--- src/rtl/sqrt_pkg.sv ---
// rtl/sqrt_pkg.sv - shared state encoding and width helpers for the sequential square root
package sqrt_pkg;

  typedef enum logic [1:0] {
    IDLE = 2'd0,
    CALC = 2'd1,
    DONE = 2'd2
  } state_t;

  function automatic int clog2(input int value);
    int r;
    r = 0;
    while ((1 << r) < value) r++;
    return r;
  endfunction

  function automatic int rad_width(input int in_w, input int frac_w);
    return in_w + 2 * frac_w;
  endfunction

  function automatic int root_width(input int in_w, input int frac_w);
    return rad_width(in_w, frac_w) / 2;
  endfunction

  function automatic int rem_width(input int in_w, input int frac_w);
    return root_width(in_w, frac_w) + 1;
  endfunction

  // A one-bit root still needs a one-bit counter.
  function automatic int count_width(input int in_w, input int frac_w);
    int c;
    c = clog2(root_width(in_w, frac_w));
    return (c < 1) ? 1 : c;
  endfunction

endpackage

--- src/rtl/sqrt_step.sv ---
// rtl/sqrt_step.sv - one restoring digit step: shift in a radicand pair, trial-subtract, emit one root bit
module sqrt_step #(
  parameter int OUT_W = 12
) (
  input  logic [OUT_W-1:0] rem_in,
  input  logic [OUT_W-1:0] root_in,
  input  logic [1:0]       pair,
  output logic [OUT_W:0]   rem_out,
  output logic [OUT_W-1:0] root_out
);

  logic [OUT_W+1:0] rem_sh;
  logic [OUT_W+1:0] trial;
  logic [OUT_W:0]   diff;
  logic             fits;

  // The surviving remainder never exceeds 2*root, so the low OUT_W+1 bits of the difference suffice.
  always_comb begin
    rem_sh  = {rem_in, pair};
    trial   = {root_in, 2'b01};
    fits    = (rem_sh >= trial);
    diff    = rem_sh[OUT_W:0] - trial[OUT_W:0];
    rem_out = fits ? diff : rem_sh[OUT_W:0];
  end

  if (OUT_W > 1) begin : g_wide
    assign root_out = {root_in[OUT_W-2:0], fits};
  end else begin : g_one
    assign root_out = fits;
  end

endmodule

--- src/rtl/seq_square_root.sv ---
// rtl/seq_square_root.sv - iterative fixed-point square root, one root bit per clock with valid/ready handshake
module seq_square_root
  import sqrt_pkg::*;
#(
  parameter  int IN_W   = 8,
  parameter  int FRAC_W = 8,
  localparam int RAD_W  = rad_width(IN_W, FRAC_W),
  localparam int OUT_W  = root_width(IN_W, FRAC_W),
  localparam int REM_W  = rem_width(IN_W, FRAC_W),
  localparam int CNT_W  = count_width(IN_W, FRAC_W)
) (
  input  logic             clk,
  input  logic             rst_n,
  input  logic             clear,
  input  logic             in_valid,
  output logic             in_ready,
  input  logic [IN_W-1:0]  in_data,
  output logic             out_valid,
  input  logic             out_ready,
  output logic [OUT_W-1:0] out_root,
  output logic [REM_W-1:0] out_rem,
  output logic             out_exact,
  output logic             busy
);

  state_t           state, state_next;
  logic [RAD_W-1:0] rad_q;
  logic [OUT_W-1:0] rem_q;
  logic [OUT_W-1:0] root_q;
  logic [CNT_W-1:0] cnt_q;
  logic [REM_W-1:0] step_rem;
  logic [OUT_W-1:0] step_root;
  logic             accept;
  logic             last_step;

  sqrt_step #(.OUT_W(OUT_W)) u_step (
    .rem_in   (rem_q),
    .root_in  (root_q),
    .pair     (rad_q[RAD_W-1 -: 2]),
    .rem_out  (step_rem),
    .root_out (step_root)
  );

  assign in_ready  = (state == IDLE) && !clear;
  assign out_valid = (state == DONE);
  assign busy      = (state != IDLE);
  assign accept    = in_valid && in_ready;
  assign last_step = (state == CALC) && (cnt_q == '0);

  always_ff @(posedge clk or negedge rst_n) begin
    if (!rst_n) state <= IDLE;
    else        state <= state_next;
  end

  always_comb begin
    state_next = state;
    unique case (state)
      IDLE:    if (accept)    state_next = CALC;
      CALC:    if (last_step) state_next = DONE;
      DONE:    if (out_ready) state_next = IDLE;
      default:                state_next = IDLE;
    endcase
    if (clear) state_next = IDLE;
  end

  // Result registers update only on an uncleared final step so an abort leaves the last result intact.
  always_ff @(posedge clk or negedge rst_n) begin
    if (!rst_n) begin
      rad_q     <= '0;
      rem_q     <= '0;
      root_q    <= '0;
      cnt_q     <= '0;
      out_root  <= '0;
      out_rem   <= '0;
      out_exact <= 1'b0;
    end else if (!clear) begin
      if (accept) begin
        rad_q  <= RAD_W'(in_data) << (2 * FRAC_W);
        rem_q  <= '0;
        root_q <= '0;
        cnt_q  <= CNT_W'(OUT_W - 1);
      end else if (state == CALC) begin
        rad_q  <= rad_q << 2;
        rem_q  <= step_rem[OUT_W-1:0];
        root_q <= step_root;
        cnt_q  <= cnt_q - 1'b1;
        if (last_step) begin
          out_root  <= step_root;
          out_rem   <= step_rem;
          out_exact <= (step_rem == '0);
        end
      end
    end
  end

endmodule

--- config.mk ---
export PLATFORM = sky130hd
export DESIGN_NAME = seq_square_root
export DESIGN_NICKNAME = d
export VERILOG_FILES = /design/src/rtl/sqrt_pkg.sv /design/src/rtl/sqrt_step.sv /design/src/rtl/seq_square_root.sv
export SDC_FILE = /design/constraint.sdc
export NUM_CORES = 1
export LEC_CHECK = 0
export CAP_MARGIN = 20
export CORE_MARGIN = 2
export CORE_UTILIZATION = 40
export DETAILED_ROUTE_END_ITERATION = 10
export PLACE_DENSITY = 0.65
export SYNTH_ARGS = -nofsm -noshare
export SYNTH_HDL_FRONTEND = slang
export SYNTH_SLANG_ARGS = --single-unit
--- constraint.sdc ---
create_clock -name clk -period 3.8 [get_ports clk]
set_input_delay 0.76 -clock clk [delete_from_list [all_inputs] [get_ports clk]]
set_output_delay 0.76 -clock clk [all_outputs]
set_load 0.05 [all_outputs]
==> results of run 1 <==
[path summary, 6_finish.rpt]
check,start,endpoint,slack [ns],cells after the start
min,rst_n,out_rem[7],0.43,1
max,clear,in_ready,0.79,3
min reg2reg,out_rem[4],out_rem[4],0.48,2
max reg2reg,root_q[5],out_exact,1.11,8
max in group asynchronous,rst_n,root_q[4],2.44,2
min in group clk,out_rem[4],out_rem[4],0.48,2
[logic make-up (layout without fill, tap and decap cells)]
family,after synthesis,in the layout
buf+inv,36,79
fa+ha+maj,15,15
simple gates,139,139
flops,64,64
compound gates,102,102
mux,6,6
xor+xnor,11,11
[sequential cells by signal, indices dropped and copies added (netlist names)]
name       flops
rad_q          8
out_root      12
out_rem       13
root_q        12
state          2
out_exact      1
cnt_q          4
rem_q         12
[per-layer routing]
layer,part of all wire,track usage
met1,0.49,0.255
met5,0,0
met4,0.013,0.0667
met3,0.031,0.0269
met2,0.47,0.281
[Yosys cell counts (2+ instances only)]
cell type  number  area, µm²
nor3_1          5       25.0
mux2i_1         6       60.1
nor2_1         16       60.1
clkbuf_1       15       56.3
or2_2           2       12.5
a22oi_1         6       45.0
xor2_1          3       26.3
dfrtp_1        64       1600
o21ai_1         4       20.0
xnor2_1         8       70.1
nand3_1        16       80.1
o21ai_0        39        195
nor3b_1         2       15.0
ha_1           15        188
a21oi_1        29        145
inv_1          18       67.6
buf_6           2       22.5
a21o_1          2       15.0
and2_1          3       18.8
o31ai_1         2       15.0
nand2b_1        3       18.8
nand4_1         3       18.8
or4_1           2       15.0
o41ai_1         2       17.5
o21a_1          3       22.5
o211ai_1        2       15.0
nand2_1        76        285
[stage by stage]
| stage | hold WS, ns | std cells |
|---|---|---|
| finish | 0.428 | 521 |
| global route | 0.473 | 521 |
| CTS | 0.443 | 521 |
| detailed placement | 0.463 | 506 |
| global placement | 0.461 | 506 |
| floorplan | 0.446 | 373 |
[placed cells by master (no fill, tap or decap), drive strengths merged, types with 2 or more instances in the layout]
master and count:
and2 4, nor3 6, and3 2, xor2 3, nor2 16, a21oi 29, or2 2, nor3b 2
nand2b 3, or4 2, or3 2, buf 5, xnor2 8, o21ai 44, inv 19, o211ai 2
a22oi 6, ha 15, nand3 17, nand4 3, a211oi 2, mux2i 6, dfrtp 64, nor2b 2
o31ai 3, o21a 3, clkdlybuf4s50 40, o41ai 2, a21o 2, nand2 76, clkbuf 13
[report_power, final]
part | total [W] | internal, W | switching, W
sequential | 0.000954 | 0.000830 | 0.000123
combinational | 0.00201 | 0.000782 | 0.00123
clock | 0.000603 | 0.000354 | 0.000250
total | 0.00357 | 0.00197 | 0.00160
[final cells by class]
class	count	area (µm²)	area share
timing repair buffer	45	435	0.107
inverter	19	71.3	0.0176
sequential	64	1600	0.395
multi-input combinational	273	1610	0.397
tap	105	131	0.0324
clock buffer	13	169	0.0416
clock inverter	2	37.5	0.00925
==> run_results.csv, run 1 <==
group,metric,value,unit
run_status,status,"finished clean",
critical_path,criticalPathCategory,"in2out",
critical_path,crit_slowest_cell,"clkdlybuf4s50_1",
cts,cts-resized-gates,0,
detailed_routing,finalWirelength,7570,µm
detailed_routing,drtPass1Iterations,4,
synthesis,synthMuxAreaShare,0.0179,
grt,gr-total-overflow,0,
sta,fin_worst_skew,0.00964,ns
detailed_routing,postRouteAntennaNets,0,
synthesis,ys_ff_latch,64,
floorplan,core,8180,µm²
floorplan,io_pins,42,
synthesis,ys_seq_area_frac,0.477,
detailed_routing,via_count,2696,
run,max_cap_violations,0,
detailed_routing,route.detailed.drc,0,
sta,final-setup-viol-count,0,
pwr,peakVddDrop,0.389,mV
detailed_routing,wire_per_inst,14.5,µm
floorplan,num_rows,33,
worst_hold_path,hp-class,"in2async",
critical_path,cp_top_family,"buffers and inverters",
synthesis,syn_avg_cell_area,9.00,µm²
critical_path,slowest_delay,0.83,ns
sta,rsz0062_at_grt,"false",
sta,timing.final.crit_share,0.792,
synthesis,synth_compound_area_frac,0.183,
cts,cts.sink_count,64,
layout,area_growth_syn_to_layout,20.8,%
synthesis,synth_edf_count,0,
critical_path,critical_path_arrival,2.25,ns
floorplan,die-area,9140,µm²
cts,cts-root-buf,"clkbuf_8",
synthesis,yosys_warnings,0,
layout,postLayoutCellArea,4060,µm²
synthesis,synth_simple_gate_area_frac,0.193,
cts,cts_setup_buffers,0,
synthesis,synth_cell_types,52,
sta,final_max_slew_viol_count,0,
sta,fin_ws,0.792,ns
floorplan,start_util,0.411,
grt,antenna_found_initial,0,
placed_design,place_area,3850,µm²
sta,hold_viol_final,0,
placed_design,portBuffers,41,
cts,clockBufferDepth,2,
critical_path,path_common_cell,"clkdlybuf4s50_1",
cts,cts_tree,"yes",
sta,fmax,332,MHz
pwr,powerDensity,880,nW/µm²
synthesis,syn-cell-area,3360,µm²
layout,fill_cells,787,
floorplan,die_x,95.6,µm
synthesis,synthXorXnorAreaFrac,0.0287,
cts,cts_buffers,9,
floorplan,die-height,95.6,µm
pwr,p_total,0.00357,W
layout,layout-drive-gt1-share,0.0793,
synthesis,synth_top_family_by_area,"simple AND/OR/NAND/NOR gates",
grt,grt_pass1_wl,12500,µm
placed_design,dp_worst_setup_slack,0.793,ns
pwr,power_leakage,1.79,nW
placed_design,routabilityCongestion,0.942,
sta,fin_setup_tns,0,ns
critical_path,crit_buf_inv,2,
layout,n_antenna_cell,0,
synthesis,async_flop_share,1.00,
grt,track_usage,0.180,
synthesis,synth_flop_cell,"dfrtp_1",
synthesis,synth_fp_nets,401,
critical_path,path_cells,"clkdlybuf4s50_1, nor2_1, clkdlybuf4s50_1",
placed_design,dpl.hpwl,5490,µm
cts,cts-hold-fix-buffers,0,
critical_path,cp.required,3.04,ns
layout,utilization,0.496,
critical_path,startpoint_type,"input port",
grt,grt_pass1_vias,2576,
layout,nNetsFinal,440,
detailed_routing,initialDrtViolationCount,136,
sta,tightestPinTransition,0.828,ns
sta,relSlewSlack,0.448,
cts,clock_latency,0.34,ns
sta,min_period,3.01,ns
cts,htree_levels,3,
synthesis,synthCells,373,
synthesis,synth_fa_ha_area_frac,0.0559,
grt,grt_max_degree,44,
cts,cts.clk_slew.worst_paths,0.07,ns
critical_path,worst-path-max-fanout,4,
critical_path,endpoint_kind,"output port",
detailed_routing,vias_per_cell,5.17,
No activity file was read; power rests on OpenSTA's default activity.
==> run 2, diff against run 1 <==
Clock period 3.8 ns to 2.8 ns, I/O delays scaled along.
==> run 2 against run 1 <==
Net effect: count of clock-buffer cells in the layout unchanged; sequential power increased by 36%; sequential share of layout area decreased by 0.65 points; non-clock buffer count grew 5; final area increased by 1.7%; sequential cell count stayed put; clock power is 44% higher; wire length increased by 1.7%; critical endpoint is now out_exact; largest power group unchanged.
==> run_results.csv, run 2 (synthesized netlist as in run 1, its figures left out) <==
group,metric,value,unit
critical_path,cp.depth,9,
critical_path,slowest_delay,0.44,ns
critical_path,reg2reg_to,"out_exact",
placed_design,dp.cells,511,
sta,rsz0062_at_grt,"false",
floorplan,start_util,0.411,
pwr,p_seq_frac,0.263,
detailed_routing,met2_length,3720,µm
pwr,p_total,0.00496,W
critical_path,crit_buf_inv,1,
detailed_routing,routed.top_layer,"met4",
critical_path,path_cells,"inv_1, ha_1, o211ai_1, a21oi_1, o22ai_1, xnor2_1, or4_1, o41ai_2, a31o_1",
detailed_routing,drtPass1Iterations,4,
pwr,p_comb_frac,0.562,
detailed_routing,via_count,2773,
detailed_routing,route.met3.wl,361,µm
pwr,p_sw_frac,0.443,
cts,cts.sink_count,64,
layout,nNetsFinal,445,
floorplan,die-area,9140,µm²
cts,cts_tree,"yes",
cts,htree_levels,3,
critical_path,cp.required,3.08,ns
pwr,powerDensity,1200,nW/µm²
critical_path,cp_top_family,"compound AO/OA/AOI/OAI gates",
critical_path,r2r_cells,9,
pwr,power_leakage,1.83,nW
cts,cts.clk_slew.worst_paths,0.07,ns
floorplan,io_pins,42,
sta,fin_worst_skew,0.0110,ns
critical_path,worst-path-max-fanout,6,
layout,area_growth_syn_to_layout,22.8,%
critical_path,reg2reg_from,"root_q[1]",
pwr,p_switching,0.00220,W
sta,timing.final.crit_share,0.924,
placed_design,routabilityCongestion,0.936,
layout,fin_cells,527,
cts,cts-root-buf,"clkbuf_8",
layout,largest_reg_flops,13,
sta,final_max_slew_viol_count,0,
worst_hold_path,hp-class,"in2async",
sta,fin_setup_tns,0,ns
critical_path,startpoint_type,"flop",
floorplan,num_rows,33,
pwr,power.internal,0.00276,W
grt,grt_max_degree,36,
layout,top_register,"out_rem",
pwr,peakVddDrop,0.604,mV
critical_path,endpoint_kind,"flop",
layout,n_antenna_cell,0,
detailed_routing,finalWirelength,7700,µm
detailed_routing,initialDrtViolationCount,137,
layout,final_cell_mix,"nand2_1, dfrtp_1, o21ai_0, clkdlybuf4s50_1, a21oi_1",
sta,relSlewSlack,0.515,
floorplan,die_x,95.6,µm
cts,clock_latency,0.34,ns
detailed_routing,vias_per_cell,5.26,
layout,layout-drive-gt1-share,0.0948,
floorplan,die-height,95.6,µm
sta,min_period,2.59,ns
cts,clockBufferDepth,2,
placed_design,dpl.hpwl,5760,µm
grt,grt_pass1_vias,2662,
grt,grt_pass1_wl,13000,µm
grt,track_usage,0.187,
detailed_routing,route.detailed.drc,0,
grt,antenna_found_initial,0,
detailed_routing,postRouteAntennaNets,0,
layout,final_common_cell,"nand2_1",
sta,tightestPinTransition,0.728,ns
critical_path,critical_path_arrival,2.87,ns
grt,gr-total-overflow,0,
critical_path,timing.reg2reg.setup_slack,0.21,ns
run_status,status,"finished clean",
critical_path,criticalPathCategory,"reg2reg",
detailed_routing,wl_met1,3560,µm
sta,hold_viol_final,0,
placed_design,portBuffers,41,
floorplan,core,8180,µm²
cts,cts_setup_buffers,0,
run,max_cap_violations,0,
sta,final-setup-viol-count,0,
sta,fmax,386,MHz
cts,cts_buffers,9,
detailed_routing,wire_per_inst,14.6,µm
pwr,pwr-share-clk,0.175,
critical_path,crit_slowest_cell,"or4_1",
==> run 2: cell types whose count changed in the layout (fill, tap and decap cells not counted) <==
| cell | delta |
|---|---|
| buf_12 | +1 |
| buf_4 | +5 |
| bufinv_16 | +1 |
| clkbuf_1 | +2 |
| clkbuf_8 | -2 |
| clkdlybuf4s50_1 | -1 |
| clkinv_2 | +1 |
| clkinvlp_4 | -1 |
| o31ai_1 | -1 |
| o31ai_2 | +1 |
| o41ai_1 | -1 |
| o41ai_2 | +1 |
==> run 2: final cells by class <==
class	count	area, µm²
clock buffer	13	149
fill	801	4050
tap	105	131
clock inverter	3	65.1
timing repair buffer	50	483
multi-input combinational	273	1620
sequential	64	1600
inverter	19	71.3
==> run 2: worst max path at each step <==
stage	startpoint	endpoint	slack, ns
finish	root_q[1]	out_exact	0.21
global route	root_q[1]	out_exact	0.1
CTS	rem_q[0]	out_exact	0.22
detailed placement	root_q[1]	out_exact	0.26
global placement	rem_q[0]	out_exact	0.30
floorplan	state[1]	rem_q[7]	0.33
==> run 2: routing by layer <==
layer  up-vias  track usage
li1       1372            -
met4         0       0.0631
met5         -            0
met1      1324        0.245
met3         6       0.0458
met2        71        0.302
==> run 2: power by group through the flow <==
stage / sequential, W / combinational (W) / clock (W)
floorplan: 0.00148 / 0.00191 / 0
global placement: 0.00131 / 0.00269 / 0
detailed placement: 0.00132 / 0.00272 / 0
CTS: 0.00130 / 0.00274 / 0.000882
global route: 0.00133 / 0.00305 / 0.000931
finish: 0.00130 / 0.00279 / 0.000866
==> run 2: metrics by stage <==
stage / hold WS (ns) / cell area, µm² / util / setup WS (ns)
final: 0.274 / 4130 / 0.505 / 0.211
after global routing: 0.321 / 4130 / 0.505 / 0.0995
after CTS: 0.293 / 4110 / 0.503 / 0.221
after detailed placement: 0.463 / 3900 / 0.477 / 0.259
after global placement: 0.461 / 3900 / 0.477 / 0.304
after floorplan: 0.264 / 3360 / - / 0.328
==> run 2: timing repair <==
action,CTS,global route
endpoints found under the setup margin,0,1
resized for setup,0,2
hold buffers,0,0
==> run 3, diff against run 2 <==
Settings changed: GPL_TIMING_DRIVEN from default to 0.
==> run 3 against run 2 <==
Net effect: sequential power barely moved; clock power fell by 20%; sequential cell count did not move; final area fell by 1.1%; register-to-register slack got worse by 0.05 ns; non-clock buffer count rose by 8; power fell by 2.3%; count of clock-buffer cells in the layout did not move; die area did not move; cell count rose by 1.5%; core utilization fell by 0.55 points; combinational power rose by 2%; critical path type unchanged; highest routed layer unchanged.
==> run_results.csv, run 3 (synthesized netlist as in run 1, its figures left out) <==
group,metric,value,unit
sta,min_period,2.64,ns
pwr,p_total,0.00484,W
layout,n_antenna_cell,0,
detailed_routing,wire_per_inst,15.4,µm
pwr,power_leakage,1.79,nW
critical_path,worst-path-max-fanout,7,
critical_path,reg2reg_to,"out_exact",
cts,clock_latency,0.34,ns
sta,final_max_slew_viol_count,0,
critical_path,reg2reg_from,"root_q[0]",
run_status,status,"finished clean",
detailed_routing,route.detailed.drc,0,
cts,cts_buffers,9,
cts,cts.sink_count,64,
layout,top_register,"out_rem",
layout,layout-drive-gt1-share,0.0744,
layout,fin_cells,535,
detailed_routing,finalWirelength,8250,µm
sta,timing.final.crit_share,0.942,
critical_path,crit_end,"out_exact",
detailed_routing,drtPass1Iterations,4,
pwr,powerDensity,1190,nW/µm²
grt,gr-total-overflow,0,
layout,nNetsFinal,453,
cts,cts-root-buf,"clkbuf_8",
layout,largest_reg_flops,13,
detailed_routing,vias_per_cell,5.28,
sta,hold_viol_final,0,
sta,final-setup-viol-count,0,
grt,grt_max_degree,65,
pwr,peakVddDrop,0.537,mV
sta,tightestPinTransition,0.808,ns
critical_path,startpoint_type,"flop",
cts,cts.clk_slew.worst_paths,0.07,ns
floorplan,die_x,95.6,µm
critical_path,path_cells,"inv_1, ha_1, nor2b_4, o31ai_4, a2111oi_0, or4_1, o41ai_2, a31o_1",
layout,area_growth_syn_to_layout,21.5,%
sta,relSlewSlack,0.462,
grt,grt_pass1_wl,13900,µm
detailed_routing,initialDrtViolationCount,191,
grt,grt_pass1_vias,2845,
grt,antenna_found_initial,0,
critical_path,crit_slowest_cell,"or4_1",
critical_path,cp.required,3.09,ns
placed_design,portBuffers,41,
layout,final_cell_mix,"nand2_1, dfrtp_1, clkdlybuf4s50_1, o21ai_0, a21oi_1",
run,max_cap_violations,0,
critical_path,startpoint,"root_q[0]",
grt,track_usage,0.200,
detailed_routing,postRouteAntennaNets,0,
placed_design,dp_worst_setup_slack,0.0182,ns
sta,fin_setup_tns,0,ns
placed_design,routabilityCongestion,0.921,
floorplan,die-height,95.6,µm
critical_path,critical_path_arrival,2.92,ns
critical_path,timing.reg2reg.setup_slack,0.16,ns
sta,rsz0062_at_grt,"false",
critical_path,r2r_cells,8,
floorplan,io_pins,42,
floorplan,num_rows,33,
critical_path,endpoint_kind,"flop",
detailed_routing,via_count,2824,
cts,htree_levels,3,
sta,fin_worst_skew,0.0107,ns
cts,cts-hold-fix-buffers,0,
floorplan,core,8180,µm²
cts,cts_tree,"yes",
layout,final_common_cell,"nand2_1",
cts,clockBufferDepth,2,
sta,fmax,379,MHz
floorplan,die-area,9140,µm²
critical_path,slowest_delay,0.59,ns
worst_hold_path,hp-class,"in2async",
placed_design,dp.cells,519,
placed_design,dpl.hpwl,6010,µm
critical_path,criticalPathCategory,"reg2reg",
sta,fin_ws,0.164,ns
floorplan,start_util,0.411,
## run 3: worst min path at each step
stage                   start           to  slack (ns)
floorplan               rst_n     cnt_q[0]        0.26
detailed placement  rad_q[18]    rad_q[18]        0.47
global route            rst_n  out_root[0]        0.37
finish                  rst_n    rad_q[19]        0.30
CTS                     rst_n     rem_q[8]        0.34
global placement    rad_q[19]    rad_q[19]        0.46
## run 3: timing repair
item / 4_1_cts / 5_1_grt
endpoints found under the setup margin: 0 / 3
setup buffers: 0 / 0
resized for setup: 0 / 3
hold endpoints to repair: 0 / 0
## run 3: area by class of cell
class / count / area, µm²
clock buffer: 13 / 149
multi-input combinational: 273 / 1620
fill: 820 / 4100
clock inverter: 3 / 17.5
inverter: 19 / 71.3
buffer: 17 / 78.8
tap: 105 / 131
sequential: 64 / 1600
timing repair buffer: 41 / 408
## run 3: where the power goes
group          total (W)  switching (W)  internal [W]
Sequential       0.00130       0.000171       0.00113
Clock           0.000693       0.000349      0.000344
Combinational    0.00285        0.00172       0.00113
Total            0.00484        0.00224       0.00260
## run 3: critical path: cells and delay by family, from the launching register on
family | cells | cell delay [ns]
flip-flops | 1 | 0.39
AND/OR/NAND/NOR | 2 | 0.75
adder cells (fa/ha/maj) | 1 | 0.31
AO/OA/AOI/OAI | 4 | 1.00
buffers and inverters | 1 | 0.13
## run 3: metal layers
layer	share of wire	track usage	vias to the layer above
met1	0.48	0.274	1353
met3	0.039	0.0403	13
met2	0.46	0.309	65
li1	-	-	1393
met5	0	0	-
met4	0.022	0.0810	0
## run 3: metrics by stage
stage,instance area [µm²],util,hold slack (ns)
2_1_floorplan,3360,-,0.264
3_3_place_gp,3900,0.477,0.462
3_5_place_dp,3900,0.477,0.467
4_1_cts,4060,0.497,0.342
5_1_grt,4080,0.499,0.369
6_report,4080,0.499,0.304
